**config.mk**
```make
export PLATFORM = sky130hd
export DESIGN_NAME = challenge_generator
export DESIGN_NICKNAME = d
export VERILOG_FILES = /design/src/rtl/challenge_generator.sv
export SDC_FILE = /design/constraint.sdc
export NUM_CORES = 1
export LEC_CHECK = 0
export ABC_AREA = 1
export CAP_MARGIN = 20
export CELL_PAD_IN_SITES_DETAIL_PLACEMENT = 1
export CELL_PAD_IN_SITES_GLOBAL_PLACEMENT = 1
export CORE_MARGIN = 10
export CORE_UTILIZATION = 33
export CTS_BUF_LIST = sky130_fd_sc_hd__clkbuf_4 sky130_fd_sc_hd__clkbuf_8 sky130_fd_sc_hd__clkbuf_16
export CTS_CLUSTER_SIZE = 8
export DETAILED_ROUTE_END_ITERATION = 10
export PLACE_DENSITY = 0.95
export SYNTH_ARGS = -nofsm -noshare
export SYNTH_HDL_FRONTEND = slang
export SYNTH_SLANG_ARGS = --single-unit
```
**constraint.sdc**
```tcl
create_clock -name clk_i -period 2.9 [get_ports clk_i]
set_clock_uncertainty 0.2 [all_clocks]
set_input_delay 0.29 -clock clk_i [delete_from_list [all_inputs] [get_ports clk_i]]
set_output_delay 0.29 -clock clk_i [all_outputs]
set_load 0.01 [all_outputs]
```
**src/rtl/challenge_generator.sv**
```systemverilog
// LFSR challenge source for the PUF input network: N_CHAL challenges per run over valid/ready, then a done pulse.
// Optional macro CHAL_REPEAT_EN: each challenge is transferred REPEAT times before the LFSR steps.
module challenge_generator #(
   parameter int              N_CB     = 32,
   parameter logic [N_CB-1:0] TAPS     = 32'h80200003,
   parameter logic [N_CB-1:0] SEED_DEF = 32'h00000001,
   parameter int              N_CHAL   = 1000,
   parameter int              CNT_W    = 16,
   parameter int              REPEAT   = 4
) (
   input  logic             clk_i,
   input  logic             rst_i,
   input  logic             start_i,
   input  logic             seed_load_i,
   input  logic [N_CB-1:0]  seed_i,
   output logic [N_CB-1:0]  chal_o,
   output logic             chal_valid_o,
   input  logic             chal_ready_i,
   output logic             busy_o,
   output logic             done_o,
   output logic [CNT_W-1:0] chal_count_o
);

   typedef enum logic [1:0] {
      IDLE  = 2'd0,
      ISSUE = 2'd1,
      DONE  = 2'd2
   } state_t;

   localparam logic [CNT_W-1:0] CNT_LAST = CNT_W'(N_CHAL - 1);
   localparam bit               NO_CHAL  = (N_CHAL == 0);

   state_t            state_q, state_d;
   logic [N_CB-1:0]   lfsr_q, lfsr_d;
   logic [CNT_W-1:0]  cnt_q, cnt_d;
   logic              xfer;
   logic              last_rep;
   logic [N_CB-1:0]   lfsr_step;

`ifdef CHAL_REPEAT_EN
   localparam int               REP_W    = $clog2(REPEAT + 1);
   localparam logic [REP_W-1:0] REP_LAST = REP_W'(REPEAT - 1);
   logic [REP_W-1:0] rep_q, rep_d;

   assign last_rep = (rep_q == REP_LAST);
`else
   logic unused_repeat;

   assign unused_repeat = (REPEAT > 0);
   assign last_rep      = 1'b1;
`endif

   assign lfsr_step = {lfsr_q[N_CB-2:0], ^(lfsr_q & TAPS)};
   assign xfer      = (state_q == ISSUE) && chal_ready_i;

   always_comb begin
      state_d = state_q;
      lfsr_d  = lfsr_q;
      cnt_d   = cnt_q;
`ifdef CHAL_REPEAT_EN
      rep_d   = rep_q;
`endif
      case (state_q)
         IDLE: begin
            // A same-cycle seed load takes effect before the run's first challenge.
            if (seed_load_i) begin
               lfsr_d = (seed_i == '0) ? N_CB'(1) : seed_i;
            end
            if (start_i) begin
               cnt_d   = '0;
`ifdef CHAL_REPEAT_EN
               rep_d   = '0;
`endif
               state_d = NO_CHAL ? DONE : ISSUE;
            end
         end
         ISSUE: begin
            if (xfer) begin
               if (last_rep) begin
                  lfsr_d = lfsr_step;
                  cnt_d  = cnt_q + 1'b1;
`ifdef CHAL_REPEAT_EN
                  rep_d  = '0;
`endif
                  if (cnt_q == CNT_LAST) begin
                     state_d = DONE;
                  end
               end
`ifdef CHAL_REPEAT_EN
               else begin
                  rep_d = rep_q + 1'b1;
               end
`endif
            end
         end
         DONE:    state_d = IDLE;
         default: state_d = IDLE;
      endcase
   end

   always_ff @(posedge clk_i) begin
      if (rst_i) begin
         state_q <= IDLE;
         lfsr_q  <= SEED_DEF;
         cnt_q   <= '0;
`ifdef CHAL_REPEAT_EN
         rep_q   <= '0;
`endif
      end else begin
         state_q <= state_d;
         lfsr_q  <= lfsr_d;
         cnt_q   <= cnt_d;
`ifdef CHAL_REPEAT_EN
         rep_q   <= rep_d;
`endif
      end
   end

   assign chal_o       = lfsr_q;
   assign chal_valid_o = (state_q == ISSUE);
   assign busy_o       = (state_q != IDLE);
   assign done_o       = (state_q == DONE);
   assign chal_count_o = cnt_q;

endmodule

```
After elaboration in Yosys (flattened, before gate mapping)
Cells that the tools add are included.
- register bits: 50
- input bits: 37
- word-level logic and storage cells: 31
- $add $sub $neg: 1
- equal/unequal tests: 7
- muxes and demuxes: 11
- reductions and logical operators: 9
- operators with widths (operator ; count):
    32-bit 2-to-1 mux ; 3
    32-bit one-hot mux with 2 select lines ; 1
    32-bit logical NOT ; 1
    16-bit 2-to-1 mux ; 2
    16-bit one-hot mux with 2 select lines ; 1
    32-bit XOR reduction ; 1
    16-bit by 1-bit adder with 16-bit output, second input constant ; 1
    16-bit by 10-bit equality test with 1-bit output, second input constant ; 1
    3-bit AND reduction ; 3
    2-bit 2-to-1 mux ; 3
    2-bit by 1-bit inequality test with 1-bit output, second input constant ; 2
    2-bit inequality test, second input constant ; 2
    2-bit one-hot mux with 2 select lines ; 1
    2-bit nonzero test ; 2
    2-bit by 1-bit equality test with 1-bit output, second input constant ; 1
    2-bit equality test, second input constant ; 1
    2-bit logical NOT ; 1
    1-bit logical AND ; 1

Logic depth before layout (Yosys ltp)
Gate-level depths: netlist (run 1).
- word-level depth: 4
- gate-level depth with buffers: 9
- gate-level depth less buffers: 9

Least setup slack after synthesis (run 1)
OpenSTA, ideal clock, no wires.
- path type: register -> register
- from: register cnt_q[0], in the netlist chal_count_o[0]
- to: register cnt_q[14], in the netlist chal_count_o[14]
- library setup time: 0.113 ns
- data arrival time: 1.257 ns
- required time: 2.587 ns
- setup slack: 1.330 ns
- stages on the path, launching flop included: 9
- path buffers: 0
- period minus slack after synthesis: 1.570 ns
- cells stage by stage: dfxtp_1 ha_1 nand2_1 nor2_1 nand2_1 nor2_4 nand3_1 nor2_1 nor2_1
- longest elaborated chain between the ends: 3
- RTL lines (item ; line ; text):
    start, declared ; 35 ; logic [CNT_W-1:0] cnt_q, cnt_d;
    start signal, assigned ; 112 ; cnt_q <= cnt_d;
    16-bit by 1-bit adder with 16-bit output ; 81 ; cnt_d = cnt_q + 1'b1;
    16-bit 2-to-1 mux ; 78 ; if (xfer) begin
    16-bit one-hot mux with 2 select lines ; 63 ; case (state_q)
Every way passes these cells. The select of a mux whose other input is x is not followed.
A chain may end at the register's enable or synchronous reset.

Worst setup path after layout (run 1)
- from: register state_q[0]
- to: register lfsr_q[22], in the netlist chal_o[22]
- longest elaborated chain between the ends: 4
- elaborated cells on any way between the ends: 8
- those cells by class: 3 x eq/ne; 1 x mux; 4 x reduce/logical
- RTL lines (item ; line ; text):
    start, declared ; 33 ; state_t state_q, state_d;
    start signal, assigned ; 110 ; state_q <= state_d;
    2-bit by 1-bit equality test with 1-bit output ; 54, 63 ;
    1-bit logical AND ; 54 ; assign xfer = (state_q == ISSUE) && chal_ready_i;
    2-bit by 1-bit inequality test with 1-bit output (no source line) ; - ;
    3-bit AND reduction (no source line) ; - ;
    end signal, assigned ; 111 ; lfsr_q <= lfsr_d;
    end, declared ; 34 ; logic [N_CB-1:0] lfsr_q, lfsr_d;
Several ways; a longest one is shown, not always the timed one.

==> impl_metrics.json, run 1 <==
{
  "status": "completed",
  "start_kind": "flop",
  "clock_tree.root_cell": "clkbuf_8",
  "fin_setup_tns_ps": 0,
  "initial_core_util_pct": 33.8,
  "worst_slew_pin_slew_ps": 1040,
  "routed_wl_um": 8740,
  "synthCells": 362,
  "placed_area_mm2": 0.00337,
  "die_width_um": 106,
  "yosysTopAreaCell": "dfxtp_1",
  "drive_above_1_share_pct": 3.83,
  "drc_errors": 0,
  "wl_per_cell_um": 16.1,
  "holdCritStartpoint": "chal_count_o[0]",
  "fp.coreArea_mm2": 0.00725,
  "fin_crit_sh_pct": 68.6,
  "dp_hpwl_um": 6640,
  "grt_usage_pct": 15.1,
  "grt_overflow": 0,
  "vdd_ir_drop_max_mv": 0.210,
  "htreeDepth": 2,
  "grt_max_degree": 35,
  "drt-vias-per-instance": 5.06,
  "synth_area_mm2": 0.00245,
  "antenna_found_initial": 0,
  "die_h_um": 106,
  "stdcell_area_mm2": 0.00348,
  "clkSinkCount": 50,
  "hold_path.class": "reg -> reg",
  "ant_nets": 0,
  "holdBufCountCts": 0,
  "area_delta_synth_final_pct": 42.1,
  "synth-edff-count": 0,
  "post_cts.repair.setup_buffers": 0,
  "mappedNetlistNets": 400,
  "cp.arrival_ps": 2030,
  "cts_tree": "built",
  "ys_warn_count": 0,
  "gp_congestion": 0.841,
  "synth_cell_type_count": 26,
  "seq_area_frac_synth_pct": 40.9,
  "max_cap_viol_count": 0,
  "ioPinCount": 88,
  "synthFlopType": "dfxtp_1",
  "end_kind": "flop",
  "r2r_start": "state_q[0]",
  "required_ps": 2940,
  "synth_top_area_share_pct": 40.9,
  "antenna_cells": 0,
  "final_hold_viol_count": 0,
  "dieArea_mm2": 0.0113,
  "first_global_vias": 3024,
  "grt_setup_unrepaired": "no",
  "port_buffers": 87,
  "fillCellCount": 940,
  "finish.utilization_pct": 48.0,
  "path_clk_slew_ps": 100,
  "ys_top_cells_by_area": "dfxtp_1 41%, a21oi_1 14%, nand2_1 12%",
  "slew_headroom_pct": 30.6,
  "cts_buffers": 5,
  "cp-startpoint": "state_q[0]",
  "critPathKind": "reg -> reg",
  "drv_slew": 0,
  "crit_fanout": 32,
  "dr.pass1.iters": 4,
  "p_per_area_mw_per_mm2": 458,
  "finalSetupViolations": 0,
  "cts_resized": 0,
  "vias": 2745,
  "fmax_mhz": 502,
  "clock_path_buffers": 2,
  "clock_latency_ps": 310,
  "final_net_count": 481,
  "p_leak_nw": 1.36,
  "ys_seq_elements": 50,
  "num_rows": 31,
  "avgSynthCellArea_um2": 6.76,
  "async_reset_ff_share_pct": 0,
  "grt_pass1_wl_um": 14300,
  "drtIter0Drc": 121,
  "timing.final.crit_period_ps": 1990
}
[cell families (layout without fill, tap and decap cells)]
family          Yosys count  count (layout)  share of synthesized area [%]
simple gates            152             152                           26.1
compound gates          112             112                           23.2
flops                    50              50                           40.9
buf+inv                  44             126                           8.23
xor+xnor                  3               3                           1.07
fa+ha+maj                 1               1                          0.511
[final timing paths]
kind | to | slack, ps | depth (start not counted)
max | chal_o[22] | 910 | 6
min | chal_count_o[0] | 300 | 1
min reg2reg | chal_count_o[0] | 300 | 1
max reg2reg | chal_o[22] | 910 | 6
[area by class of cell]
cell class                 instances  area [um2]  area share (%)
clock buffer                       7        96.3            2.77
clock inverter                     1        8.76           0.252
inverter                          27         101            2.91
multi-input combinational        268        1250            35.8
sequential                        50        1000            28.8
tap                               99         124            3.56
timing repair buffer              91         901            25.9
[where the power goes]
part	total, mW	internal, mW	switching, mW
sequential	0.771	0.732	0.0394
clock	0.465	0.219	0.245
combinational	0.357	0.175	0.182
[synthesized netlist by cell type, types with 2 or more instances]
cell       n
nand3_1    9
a31oi_1    2
nor3_1     9
buf_4      3
nand2_1   81
nor2_1    41
dfxtp_1   50
nand4_1    6
clkbuf_1   6
o21ai_0   39
xnor2_1    2
nor2_4     2
a21oi_1   70
inv_1     25
buf_2      6
[flip-flops by register name, indices dropped and copies added, names as in the netlist]
register / count
chal_o: 32
state_q: 2
chal_count_o: 16
[metrics by stage]
step / worst slack (ps) / power (mW) / hold slack (ps) / cells
after global routing: 726 / 1.67 / 346 / 543
after detailed placement: 616 / 1.14 / 286 / 535
after CTS: 896 / 1.60 / 309 / 543
after floorplan: 1330 / 0.952 / 159 / 362
after global placement: 740 / 1.13 / 274 / 535
final: 909 / 1.59 / 304 / 543
[metal layers]
| metal | up-vias | GRT usage, % | wire [um] |
|---|---|---|---|
| li1 | 1363 | - | - |
| met1 | 1310 | 16.0 | 3580 |
| met2 | 60 | 27.5 | 4490 |
| met3 | 12 | 4.77 | 479 |
| met4 | 0 | 5.61 | 186 |
| met5 | - | 0 | 0 |
[placed cells by master, fill, tap and decap left out]
cell             instances
o211a_1                  1
nand3b_1                 1
nand3_2                  1
ha_1                     1
nand2_2                  1
clkdlybuf4s50_1         87
buf_4                    4
inv_2                    1
nand3_1                  9
clkbuf_8                 7
a31oi_1                  2
inv_1                   25
dfxtp_1                 50
xor2_1                   1
a21oi_1                 70
xnor2_1                  2
nand2_1                 81
nor3_1                   9
nor2_4                   2
nor2_1                  41
nor3b_1                  1
o21ai_0                 39
clkinv_4                 1
clkinv_1                 1
nand4_1                  6
[worst max-delay path, stage by stage (launching register included)]
cell and delay, ps:
dfxtp_1 440, nor2_1 110, nand2_1 70, nand2_1 70, inv_1 750, a21oi_1 100
a21oi_1 190
No activity file was read; power rests on OpenSTA's default activity.
==> inputs of run 2 (changes only) <==
--- a/config.mk
+++ b/config.mk
@@ -10,11 +10,11 @@
 export CELL_PAD_IN_SITES_DETAIL_PLACEMENT = 1
 export CELL_PAD_IN_SITES_GLOBAL_PLACEMENT = 1
 export CORE_MARGIN = 10
-export CORE_UTILIZATION = 33
+export CORE_UTILIZATION = 27
 export CTS_BUF_LIST = sky130_fd_sc_hd__clkbuf_4 sky130_fd_sc_hd__clkbuf_8 sky130_fd_sc_hd__clkbuf_16
 export CTS_CLUSTER_SIZE = 8
 export DETAILED_ROUTE_END_ITERATION = 10
-export PLACE_DENSITY = 0.95
+export PLACE_DENSITY = 0.87
 export SYNTH_ARGS = -nofsm -noshare
 export SYNTH_HDL_FRONTEND = slang
 export SYNTH_SLANG_ARGS = --single-unit
==> constraint.sdc (replaced) <==
create_clock -name clk_i -period 1.6 [get_ports clk_i]
set_clock_uncertainty 0.2 [all_clocks]
set_input_delay 0.16 -clock clk_i [delete_from_list [all_inputs] [get_ports clk_i]]
set_output_delay 0.16 -clock clk_i [all_outputs]
set_load 0.01 [all_outputs]
==> impl_metrics.json, run 2 (synthesized netlist as in run 1, its figures left out) <==
{
  "status": "completed",
  "largest_reg_flops": 32,
  "max_cap_viol_count": 0,
  "p_per_area_mw_per_mm2": 769,
  "critPathKind": "reg -> reg",
  "start_kind": "flop",
  "vdd_ir_drop_max_mv": 0.385,
  "fin_crit_sh_pct": 97.2,
  "p_leak_nw": 1.87,
  "finalSetupViolations": 0,
  "initial_core_util_pct": 27.9,
  "fp.coreArea_mm2": 0.00876,
  "pre_cts_ws_ps": -231,
  "worst_slew_pin_slew_ps": 330,
  "dr.pass1.iters": 4,
  "final_cell_mix": "77 x nand2_1, 60 x a21oi_1, 40 x nor2_1",
  "hold_path.class": "in -> reg",
  "gp_congestion": 0.878,
  "grt_overflow": 0,
  "clock_path_buffers": 2,
  "num_rows": 34,
  "cts_tree": "built",
  "instances_no_fill": 580,
  "drtIter0Drc": 79,
  "clkSinkCount": 50,
  "drc_errors": 0,
  "end_kind": "flop",
  "final_net_count": 509,
  "register_area_mm2": 0.00102,
  "holdPathStages": 3,
  "antenna_cells": 0,
  "routed_wl_um": 9820,
  "cp.arrival_ps": 1550,
  "drt-vias-per-instance": 5.03,
  "r2r_start": "state_q[0]",
  "grt_max_degree": 34,
  "layout_commonest_cell": "nand2_1",
  "ioPinCount": 88,
  "clock_tree.root_cell": "clkbuf_8",
  "setup_ws_ps": 45.5,
  "drv_slew": 0,
  "clock_latency_ps": 300,
  "ant_nets": 0,
  "drive_above_1_share_pct": 16.5,
  "path_clk_slew_ps": 100,
  "dpl.cell_count": 566,
  "die_h_um": 115,
  "first_global_vias": 3130,
  "timing.final.crit_period_ps": 1550,
  "grt_pass1_wl_um": 15100,
  "fmax_mhz": 643,
  "cp-startpoint": "state_q[0]",
  "dp_hpwl_um": 7000,
  "multiInputGateArea_mm2": 0.00134,
  "wl_per_cell_um": 16.9,
  "htreeDepth": 2,
  "grt_setup_unrepaired": "yes",
  "slew_headroom_pct": 78.0,
  "vias": 2918,
  "fillCellCount": 1110,
  "cts_buffers": 5,
  "port_buffers": 87,
  "area_delta_synth_final_pct": 57.5,
  "final_hold_viol_count": 0,
  "crit_fanout": 16,
  "reg2reg_depth": 8,
  "holdCritStartpoint": "seed_i[6]",
  "grt_usage_pct": 13.6,
  "antenna_found_initial": 0,
  "dieArea_mm2": 0.0133,
  "die_width_um": 115,
  "holdBufCountCts": 0,
  "required_ps": 1590
}
run 2: changes by cell type in the layout (fill, tap and decap cells not counted), sizes merged, moves of 2 or more:
cell,delta
dlygate4sd2,+34
clkdlybuf4s50,-51
dlymetal6s2s,+14
clkinvlp,+2
clkbuf,+3
buf,+25
run 2: path summary, 6_finish.rpt:
path | slack (ps) | end
setup / recovery | 50 | chal_o[25]
hold / removal | 240 | chal_o[6]
setup reg to reg | 50 | chal_o[25]
hold reg to reg | 290 | chal_count_o[6]
run 2: timing repair:
action | in CTS | in global routing
buffers inserted | 0 | 3
resized for setup | 49 | 52
gates cloned | 1 | 2
pin swaps | 0 | 5
setup endpoints to repair | 51 | 61
run 2: routing by layer:
layer / GRT usage (%) / share of wire [%] / vias up
li1: - / - / 1419
met1: 15.6 / 43 / 1437
met2: 24.2 / 52 / 57
met3: 3.33 / 4.6 / 5
met4: 3.63 / 0.84 / 0
met5: 0 / 0 / -
run 2: stage by stage:
stage	hold slack, ps	util, %	setup TNS, ps	cell area (um2)	total power [mW]
after detailed placement	297	40.9	-5860	3590	2.14
after global placement	290	40.9	-3890	3590	2.11
after global routing	248	44.0	-545	3860	3.13
final	244	44.0	0	3860	2.97
after CTS	235	41.9	0	3680	2.95
after floorplan	29.1	-	0	2450	1.72
run 2: cell type report:
class	instances	area share, %
repair inverters	1	0.195
repair buffers	117	29.6
well taps	108	3.50
flip-flops and latches	50	26.4
clock buffers	7	2.50
inverters	27	2.79
clock inverters	1	0.227
multi-input cells	269	34.8
run 2: worst max-delay path, cell delays in order (launching register included):
cell and delay, ps:
dfxtp_4 380, nor2_4 120, buf_4 120, nand2_1 50, nand2_2 120, inv_4 60, clkbuf_16 180, a21oi_1 140
a21oi_1 90
run 2: where the power goes:
group / internal [mW] / total [mW] / switching [mW] / leakage (nW)
logic: 0.354 / 0.730 / 0.376 / 1.40
clock network: 0.398 / 0.838 / 0.440 / 0.0544
registers: 1.33 / 1.40 / 0.0716 / 0.416
total: 2.08 / 2.97 / 0.888 / 1.87
==> inputs of run 3 (changes only) <==
--- a/config.mk
+++ b/config.mk
@@ -15,6 +15,7 @@
 export CTS_CLUSTER_SIZE = 8
 export DETAILED_ROUTE_END_ITERATION = 10
 export PLACE_DENSITY = 0.87
+export SLEW_MARGIN = 20
 export SYNTH_ARGS = -nofsm -noshare
 export SYNTH_HDL_FRONTEND = slang
 export SYNTH_SLANG_ARGS = --single-unit
==> results of run 3 <==
No change in the layout: final DEF, timing and power equal those of run 2.
